<file path="src/rtl/event_enc_pkg.sv">
// Shared types and pick helpers for the 8-to-3 event encoder.
package event_enc_pkg;

  localparam int unsigned N_EVT = 8;
  localparam int unsigned IDX_W = 3;

  typedef logic [IDX_W-1:0] evt_idx_t;
  typedef logic [N_EVT-1:0] evt_vec_t;

  // Lowest set index; returns 0 when cand is empty (caller gates on |cand).
  function automatic evt_idx_t pick_fixed(evt_vec_t cand);
    evt_idx_t idx;
    idx = '0;
    for (int i = int'(N_EVT) - 1; i >= 0; i--) begin
      if (cand[i]) idx = evt_idx_t'(i);
    end
    return idx;
  endfunction

  // First set index at ptr, ptr+1, ... wrapping; rotate so ptr lands at bit 0.
  function automatic evt_idx_t pick_rr(evt_vec_t cand, evt_idx_t ptr);
    evt_vec_t rot;
    rot = evt_vec_t'({cand, cand} >> ptr);
    return evt_idx_t'(pick_fixed(rot) + ptr);
  endfunction

endpackage

</file>
<file path="src/rtl/decoder_3_to_8.sv">
// One-hot decode of an event index, gated by ena.
module decoder_3_to_8
  import event_enc_pkg::*;
(
  input  logic     ena,
  input  evt_idx_t idx,
  output evt_vec_t onehot_c
);

  always_comb begin
    onehot_c = '0;
    if (ena) onehot_c[idx] = 1'b1;
  end

endmodule

</file>
<file path="src/rtl/event_encoder_8_to_3.sv">
// Sticky event collector presenting one pending event index at a time on valid/ready.
module event_encoder_8_to_3
  import event_enc_pkg::*;
#(
  parameter int unsigned ROUND_ROBIN = 1
) (
  input  logic     clk,
  input  logic     rst_n,
  input  logic     ena,
  input  logic     clr,
  input  evt_vec_t req,
  input  logic     out_ready,
  output logic     out_valid,
  output evt_idx_t out_idx,
  output evt_vec_t pending,
  output logic     overflow
);

  evt_vec_t pending_q, pending_d;
  evt_idx_t rr_ptr, rr_ptr_d;
  evt_idx_t out_idx_d;
  logic     out_valid_d, overflow_d;

  evt_vec_t pres_mask_c, clr_mask_c, set_mask_c, cand_c;
  logic     hs_c, load_c;

  // Mask of the currently presented event; empty when nothing is presented.
  decoder_3_to_8 u_dec (
    .ena      (out_valid),
    .idx      (out_idx),
    .onehot_c (pres_mask_c)
  );

  // Next-state: set wins over handshake clear; clr flushes everything but out_idx.
  always_comb begin
    hs_c        = out_valid & out_ready;
    clr_mask_c  = pres_mask_c & {N_EVT{out_ready}};
    set_mask_c  = ena ? req : '0;
    cand_c      = pending_q & ~pres_mask_c;
    load_c      = ~out_valid | hs_c;

    pending_d   = (pending_q & ~clr_mask_c) | set_mask_c;
    overflow_d  = |(set_mask_c & pending_q & ~clr_mask_c);
    out_valid_d = out_valid;
    out_idx_d   = out_idx;
    rr_ptr_d    = rr_ptr;

    if (load_c) begin
      out_valid_d = |cand_c;
      if (|cand_c) begin
        out_idx_d = (ROUND_ROBIN != 0) ? pick_rr(cand_c, rr_ptr) : pick_fixed(cand_c);
      end
    end
    if (hs_c) rr_ptr_d = evt_idx_t'(out_idx + evt_idx_t'(1));

    if (clr) begin
      pending_d   = '0;
      overflow_d  = 1'b0;
      out_valid_d = 1'b0;
      out_idx_d   = out_idx;
      rr_ptr_d    = '0;
    end
  end

  always_ff @(posedge clk or negedge rst_n) begin
    if (!rst_n) begin
      pending_q <= '0;
      out_valid <= 1'b0;
      out_idx   <= '0;
      rr_ptr    <= '0;
      overflow  <= 1'b0;
    end else begin
      pending_q <= pending_d;
      out_valid <= out_valid_d;
      out_idx   <= out_idx_d;
      rr_ptr    <= rr_ptr_d;
      overflow  <= overflow_d;
    end
  end

  assign pending = pending_q;

endmodule

</file>
<file path="config.mk">
export PLATFORM = sky130hd
export DESIGN_NAME = event_encoder_8_to_3
export DESIGN_NICKNAME = d
export VERILOG_FILES = /design/src/rtl/event_enc_pkg.sv /design/src/rtl/decoder_3_to_8.sv /design/src/rtl/event_encoder_8_to_3.sv
export SDC_FILE = /design/constraint.sdc
export NUM_CORES = 1
export LEC_CHECK = 0
export ABC_AREA = 1
export CAP_MARGIN = 30
export CORE_MARGIN = 1
export CORE_UTILIZATION = 51
export DETAILED_ROUTE_END_ITERATION = 8
export PLACE_DENSITY_LB_ADDON = 0.05
export SETUP_SLACK_MARGIN = 0.15
export SKIP_LAST_GASP = 1
export SYNTH_ARGS = -nofsm -noshare
export SYNTH_HDL_FRONTEND = slang
export SYNTH_SLANG_ARGS = --single-unit
</file>
<file path="constraint.sdc">
create_clock -name clk -period 2.8 [get_ports clk]
set_clock_uncertainty 0.15 [all_clocks]
set_input_delay 0.56 -clock clk [delete_from_list [all_inputs] [get_ports clk]]
set_output_delay 0.56 -clock clk [all_outputs]
set_load 0.005 [all_outputs]
</file>
Word level (Yosys, flattened, before mapping)
Cells that the tools add are included.
{"block": "word_totals", "regBits": 16, "latchBits": 0, "ram_bits": 0, "romBits": 0, "out_inout_bits": 13, "word_cells": 48, "n_memories": 0}
{"block": "classes", "addsub": 2, "n_mul": 0, "div_mod_pow": 0, "magnitude_cmp": 2, "eq_ne": 0, "shifts": 1, "mux": 20, "bitwise": 12, "reduce_logical": 6}
{"op": "bitwise AND 8 bit", "n": 5}
{"op": "two-way mux 3 bit", "n": 12}
{"op": "two-way mux 8 bit", "n": 3}
{"op": "inverter 8 bit", "n": 2}
{"op": "OR reduction 8 bit", "n": 2}
{"op": "right shift 16 x 3 -> 8 bit", "n": 1}
{"op": "bitwise OR 8 bit", "n": 1}
{"op": "less-than comparator 3 x 4 -> 1 bit (second input constant)", "n": 1}
{"op": "two-way mux 1 bit", "n": 4}
{"op": "nonzero test 2 bit", "n": 2}
{"op": "adder 3 x 1 -> 3 bit (second input constant)", "n": 1}
{"op": "adder 3 bit", "n": 1}
{"op": "demux 1 bit (select 3 bit)", "n": 1}
{"op": ">= comparator 3 x 1 -> 1 bit (second input constant)", "n": 1}
{"op": "AND reduction 3 bit", "n": 1}
{"op": "inverter 1 bit", "n": 2}
{"op": "bitwise AND 1 bit", "n": 1}
{"op": "logical AND 1 bit", "n": 1}
{"op": "bitwise OR 1 bit", "n": 1}

Logic depth before layout (Yosys ltp)
{"block": "logic_depth", "word_depth": 19, "depth_mapped": 22}

Cells and area by module
Synthesis repeated with hierarchy kept, for this count alone.
{"block": "hier_totals", "cells_unflattened": 203, "area_unflattened_um2": 1401.3}
{"mod": "event_encoder_8_to_3", "n_inst": 1, "cells_per_inst": 186, "area_each_um2": 1337.5, "seq_area_each_um2": 400.4}
{"mod": "decoder_3_to_8", "n_inst": 1, "cells_per_inst": 17, "area_each_um2": 63.8, "seq_area_each_um2": 0.0}

Worst setup path after synthesis
OpenSTA, ideal clock, no wires.
{"block": "synth_path", "path_kind": "reg2reg", "start": "register out_idx[0]", "end": "register out_idx[2]", "setup_time_ps": 117, "arrival_ps": 2305, "required_time_ps": 2533, "setup_slack_ps": 228, "stages_incl_launch_ff": 23, "n_path_buf": 0, "synth_period_minus_slack_ps": 2572, "cell_sequence": "dfrtp_1 -> nand2_1 -> inv_1 -> nand2_1 -> nand3_1 -> nand3_1 -> nand2_1 -> nand2_1 -> nand2_1 -> nand2_1 -> nand2_1 -> nand2_1 -> nand2_1 -> nand2_1 -> a21oi_1 -> ha_1 -> inv_1 -> fa_1 -> xor2_1 -> inv_1 -> nand3_1 -> nand3_1 -> nand2_1"}
{"block": "synth_via", "elab_chain_len": 19}
{"item": "start, declared", "line": "event_encoder_8_to_3.sv:14", "source": "output evt_idx_t out_idx,"}
{"item": "start signal, assigned", "line": "event_encoder_8_to_3.sv:75", "source": "out_idx <= out_idx_d;"}
{"item": "less-than comparator 3 x 4 -> 1 bit (implied by the code) or >= comparator 3 x 1 -> 1 bit (tied branches)", "line": "decoder_3_to_8.sv:12", "source": "if (ena) onehot_c[idx] = 1'b1;"}
{"item": "logical AND 1 bit (implied by the code)", "line": "decoder_3_to_8.sv:12"}
{"item": "two-way mux 1 bit (implied by the code)", "line": "decoder_3_to_8.sv:12"}
{"item": "demux 1 bit (select 3 bit) *"}
{"item": "two-way mux 8 bit *", "line": "decoder_3_to_8.sv:12"}
{"item": "inverter 8 bit *", "line": "event_encoder_8_to_3.sv:39", "source": "cand_c = pending_q & ~pres_mask_c;"}
{"item": "bitwise AND 8 bit *", "line": "event_encoder_8_to_3.sv:39"}
{"item": "right shift 16 x 3 -> 8 bit", "line": "event_enc_pkg.sv:23", "source": "rot = evt_vec_t'({cand, cand} >> ptr);"}
{"item": "two-way mux 3 bit (8 in series)", "line": "event_enc_pkg.sv:15", "source": "if (cand[i]) idx = evt_idx_t'(i);"}
{"item": "two-way mux 3 bit", "line": "event_encoder_8_to_3.sv:50", "source": "if (|cand_c) begin"}
{"item": "two-way mux 3 bit", "line": "event_encoder_8_to_3.sv:48", "source": "if (load_c) begin"}
{"item": "adder 3 bit", "line": "event_enc_pkg.sv:24", "source": "return evt_idx_t'(pick_fixed(rot) + ptr);"}
Every way passes the cells marked *; elsewhere a longest branch is shown, timed or not. The select of a mux whose other input is x is not followed.
A chain may end at the register's enable or synchronous reset.

Worst setup path after layout
{"block": "layout_path", "start": "register out_valid", "end": "register out_idx[2]"}
{"block": "layout_via", "elab_chain_len": 15}
{"item": "start, declared", "line": "event_encoder_8_to_3.sv:13", "source": "output logic out_valid,"}
{"item": "start signal, assigned", "line": "event_encoder_8_to_3.sv:74", "source": "out_valid <= out_valid_d;"}
{"item": "two-way mux 8 bit", "line": "decoder_3_to_8.sv:12"}
{"item": "inverter 8 bit", "line": "event_encoder_8_to_3.sv:39"}
{"item": "bitwise AND 8 bit", "line": "event_encoder_8_to_3.sv:39"}
{"item": "right shift 16 x 3 -> 8 bit", "line": "event_enc_pkg.sv:23"}
{"item": "two-way mux 3 bit (8 in series)", "line": "event_enc_pkg.sv:15"}
{"item": "two-way mux 3 bit", "line": "event_encoder_8_to_3.sv:50"}
{"item": "two-way mux 3 bit", "line": "event_encoder_8_to_3.sv:48"}
{"item": "adder 3 bit", "line": "event_enc_pkg.sv:24"}
Several ways; a longest one is shown, not always the timed one. The select of a mux whose other input is x is not followed.

==> results.sh <==
export IMPL_ys_warn_count=0
export IMPL_final_cells=276
export IMPL_die_height_um=52.5
export IMPL_max_slew_margin=0.499
export IMPL_cap_violations=0
export IMPL_initial_utilization=0.566
export IMPL_finish_utilization=0.839
export IMPL_grt_util_met3=0.0725
export IMPL_die_w_um=52.5
export IMPL_reg2reg_depth=22
export IMPL_cts_sinks=16
export IMPL_worst_pin_slew_ns=0.749
export IMPL_htree_levels=1
export IMPL_grt_busiest_layer="met2"
export IMPL_hold_viol_final=0
export IMPL_synthArstFlopShare=1.00
export IMPL_slew_violations=0
export IMPL_ir_drop_v=0.000671
export IMPL_yosysTopAreaCellShare=0.308
export IMPL_syn_area_sq_mm=0.00130
export IMPL_cts_tree="yes"
export IMPL_power_density_mw_per_mm2=829
export IMPL_r2r_slack_ns=0.007
export IMPL_worst_ep_required_time_ns=2.83
export IMPL_antenna_diode_count=0
export IMPL_hold_buffers=0
export IMPL_holdPathStages=2
export IMPL_totalPowerFinal_uw=1600
export IMPL_vias=1726
export IMPL_numPortBuffers=25
export IMPL_ant_nets=0
export IMPL_yosys_most_used_dff="dfrtp_1"
export IMPL_ys_ff_latch=16
export IMPL_routed_wl_um=4540
export IMPL_drive_gt1_frac=0.319
export IMPL_cts_root_buf="clkbuf_4"
export IMPL_place_area_sq_mm=0.00161
export IMPL_yosysSeqAreaShare=0.308
export IMPL_drc=0
export IMPL_synthTopCellsByCount="nand2_1 (71), nand3_1 (49), dfrtp_1 (16)"
export IMPL_overflow=0
export IMPL_core_area_sq_mm=0.00230
export IMPL_crit_type="reg2reg"
export IMPL_clock_fmax_ghz=0.358
export IMPL_clk_path_buf_depth=2
export IMPL_status="complete, no violations"
export IMPL_boundaryPins=26
export IMPL_row_count=17
export IMPL_critPathArrivalTime_ns=2.83
export IMPL_path_clk_slew_ns=0.10
export IMPL_post_route_period_util=0.997
export IMPL_synth_edf_count=0
export IMPL_yosysTopAreaCell="dfrtp_1"
export IMPL_leakage_uw=0.000904
export IMPL_ys_types=25
export IMPL_layout_nets=265
export IMPL_grt_max_degree=17
export IMPL_use_met1=0.442
export IMPL_numCtsBuffers=3
export IMPL_insertion_delay_ns=0.29
export IMPL_avgSynthCellArea_sq_um=6.29
export IMPL_dpl_hpwl_um=2720
export IMPL_viasPerCell=6.25
export IMPL_fp_dieArea_sq_mm=0.00276
export IMPL_grt_use_met2=0.576
export IMPL_report_final_setup_viol=0
export IMPL_synthCells=207
export IMPL_min_period_ns=2.79
export IMPL_track_usage=0.351
export IMPL_syn2layout_area_growth_pct=48.1
export IMPL_synth_most_common_cell="nand2_1"
export IMPL_drtIter0Drc=89
export IMPL_drtPass1Iterations=7
export IMPL_grt_pass1_vias=1614
export IMPL_critical_path_max_fanout=4
export IMPL_dp_cells=262
export IMPL_gp_congestion=0.868
export IMPL_fin_area_sq_mm=0.00193
export IMPL_rsz0062_at_grt="true"
export IMPL_wl_per_cell_um=16.4
export IMPL_synth_area_leaders="dfrtp_1 (31%), nand2_1 (20%), nand3_1 (19%)"
export IMPL_hp_class="reg2reg"
export IMPL_antenna_found_initial=0
export IMPL_cp_end_kind="flip-flop"
export IMPL_start_kind="flip-flop"
export IMPL_synth_nets=223
export IMPL_grt_pass1_wl_um=7140
[worst max-delay path: stages (launching register included)]
cell and delay, ns:
dfrtp_1 0.40, inv_2 0.06, nor2_4 0.19, nand2_2 0.13, nand3_2 0.11, nand3_2 0.09, nand2_2 0.09, nand2_1 0.05
nand2_1 0.06, nand2_1 0.05, nand2_1 0.05, nand2_1 0.05, nand2_1 0.05, nand2_1 0.05, a21oi_2 0.12, ha_2 0.17
inv_1 0.04, fa_2 0.34, xor2_2 0.15, inv_1 0.06, nand3_1 0.08, nand3_1 0.09, nand2_1 0.05
[kinds of logic after synthesis]
| group | after synthesis | synth area share |
|---|---|---|
| AOI/OAI and AO/OA | 25 | 0.104 |
| xor gates and xnor gates | 2 | 0.0135 |
| adders and majority gates | 3 | 0.0346 |
| buffers and inverters | 22 | 0.0702 |
| DFF | 16 | 0.308 |
| and+or+nand+nor | 139 | 0.470 |
[layout by cell type (no fill, tap or decap)]
cell             count
nand2_2             12
nand2_1             61
nor2_2               1
o21ai_0             10
ha_1                 1
ha_2                 1
xnor2_1              1
inv_4                2
nor2_1               7
inv_2                4
buf_4               17
fa_2                 1
clkinv_2             1
inv_1                8
a31oi_1              1
o22ai_1              3
a21boi_0             1
nor2_4               4
nand2_4              1
nand3_1             24
nor3_1               2
dfrtp_1             13
dfrtp_2              3
clkinv_1             2
clkdlybuf4s50_1     25
nand4_1              1
clkbuf_8             1
a21oi_2              1
o21bai_1             1
a21oi_1              8
xor2_2               1
nand3_2             26
clkbuf_4             3
[registers in the layout, indices dropped and copies added (netlist names)]
signal and cells:
out_idx 3, out_valid 1, overflow 1, pending 8, rr_ptr 3
[repair_timing]
item	CTS	global route
resized for setup	43	11
endpoints found under the setup margin	1	2
pin swaps	15	2
buffers inserted	10	0
[layout make-up]
| type | count | area, sq um |
|---|---|---|
| inverters | 17 | 70.1 |
| flip-flops and latches | 16 | 404 |
| repair buffers | 42 | 378 |
| multi-input cells | 169 | 1000 |
| clock buffers | 4 | 36.3 |
| fillers | 140 | 370 |
| well taps | 28 | 35.0 |
[power by group]
group	internal (uW)	leakage [uW]	total (uW)	switching (uW)
clock network	79.2	0.0000210	156	77.1
registers	278	0.000204	358	80.3
logic	454	0.000679	1080	629
total	811	0.000904	1600	786
[per-stage QoR]
step	setup TNS (ns)	setup slack [ns]	hold slack, ns
final	0	0.00716	0.540
after global routing	-0.246	-0.236	0.574
after CTS	0	0.144	0.532
after detailed placement	0	0.0265	0.486
after global placement	0	0.111	0.476
after floorplan	0	0.228	0.114
[final timing paths]
path                            start          to
max                         out_valid  out_idx[2]
min                        pending[3]  pending[3]
max reg2reg                 out_valid  out_idx[2]
min reg2reg                pending[3]  pending[3]
max in group asynchronous       rst_n   rr_ptr[0]
min in group asynchronous       rst_n  pending[2]
[per-layer routing]
layer / vias up / wire, um
met1: 790 / 1750
met5: - / 0
li1: 772 / -
met3: 35 / 367
met4: 0 / 284
met2: 129 / 2140
No activity file was read; power rests on OpenSTA's default activity.
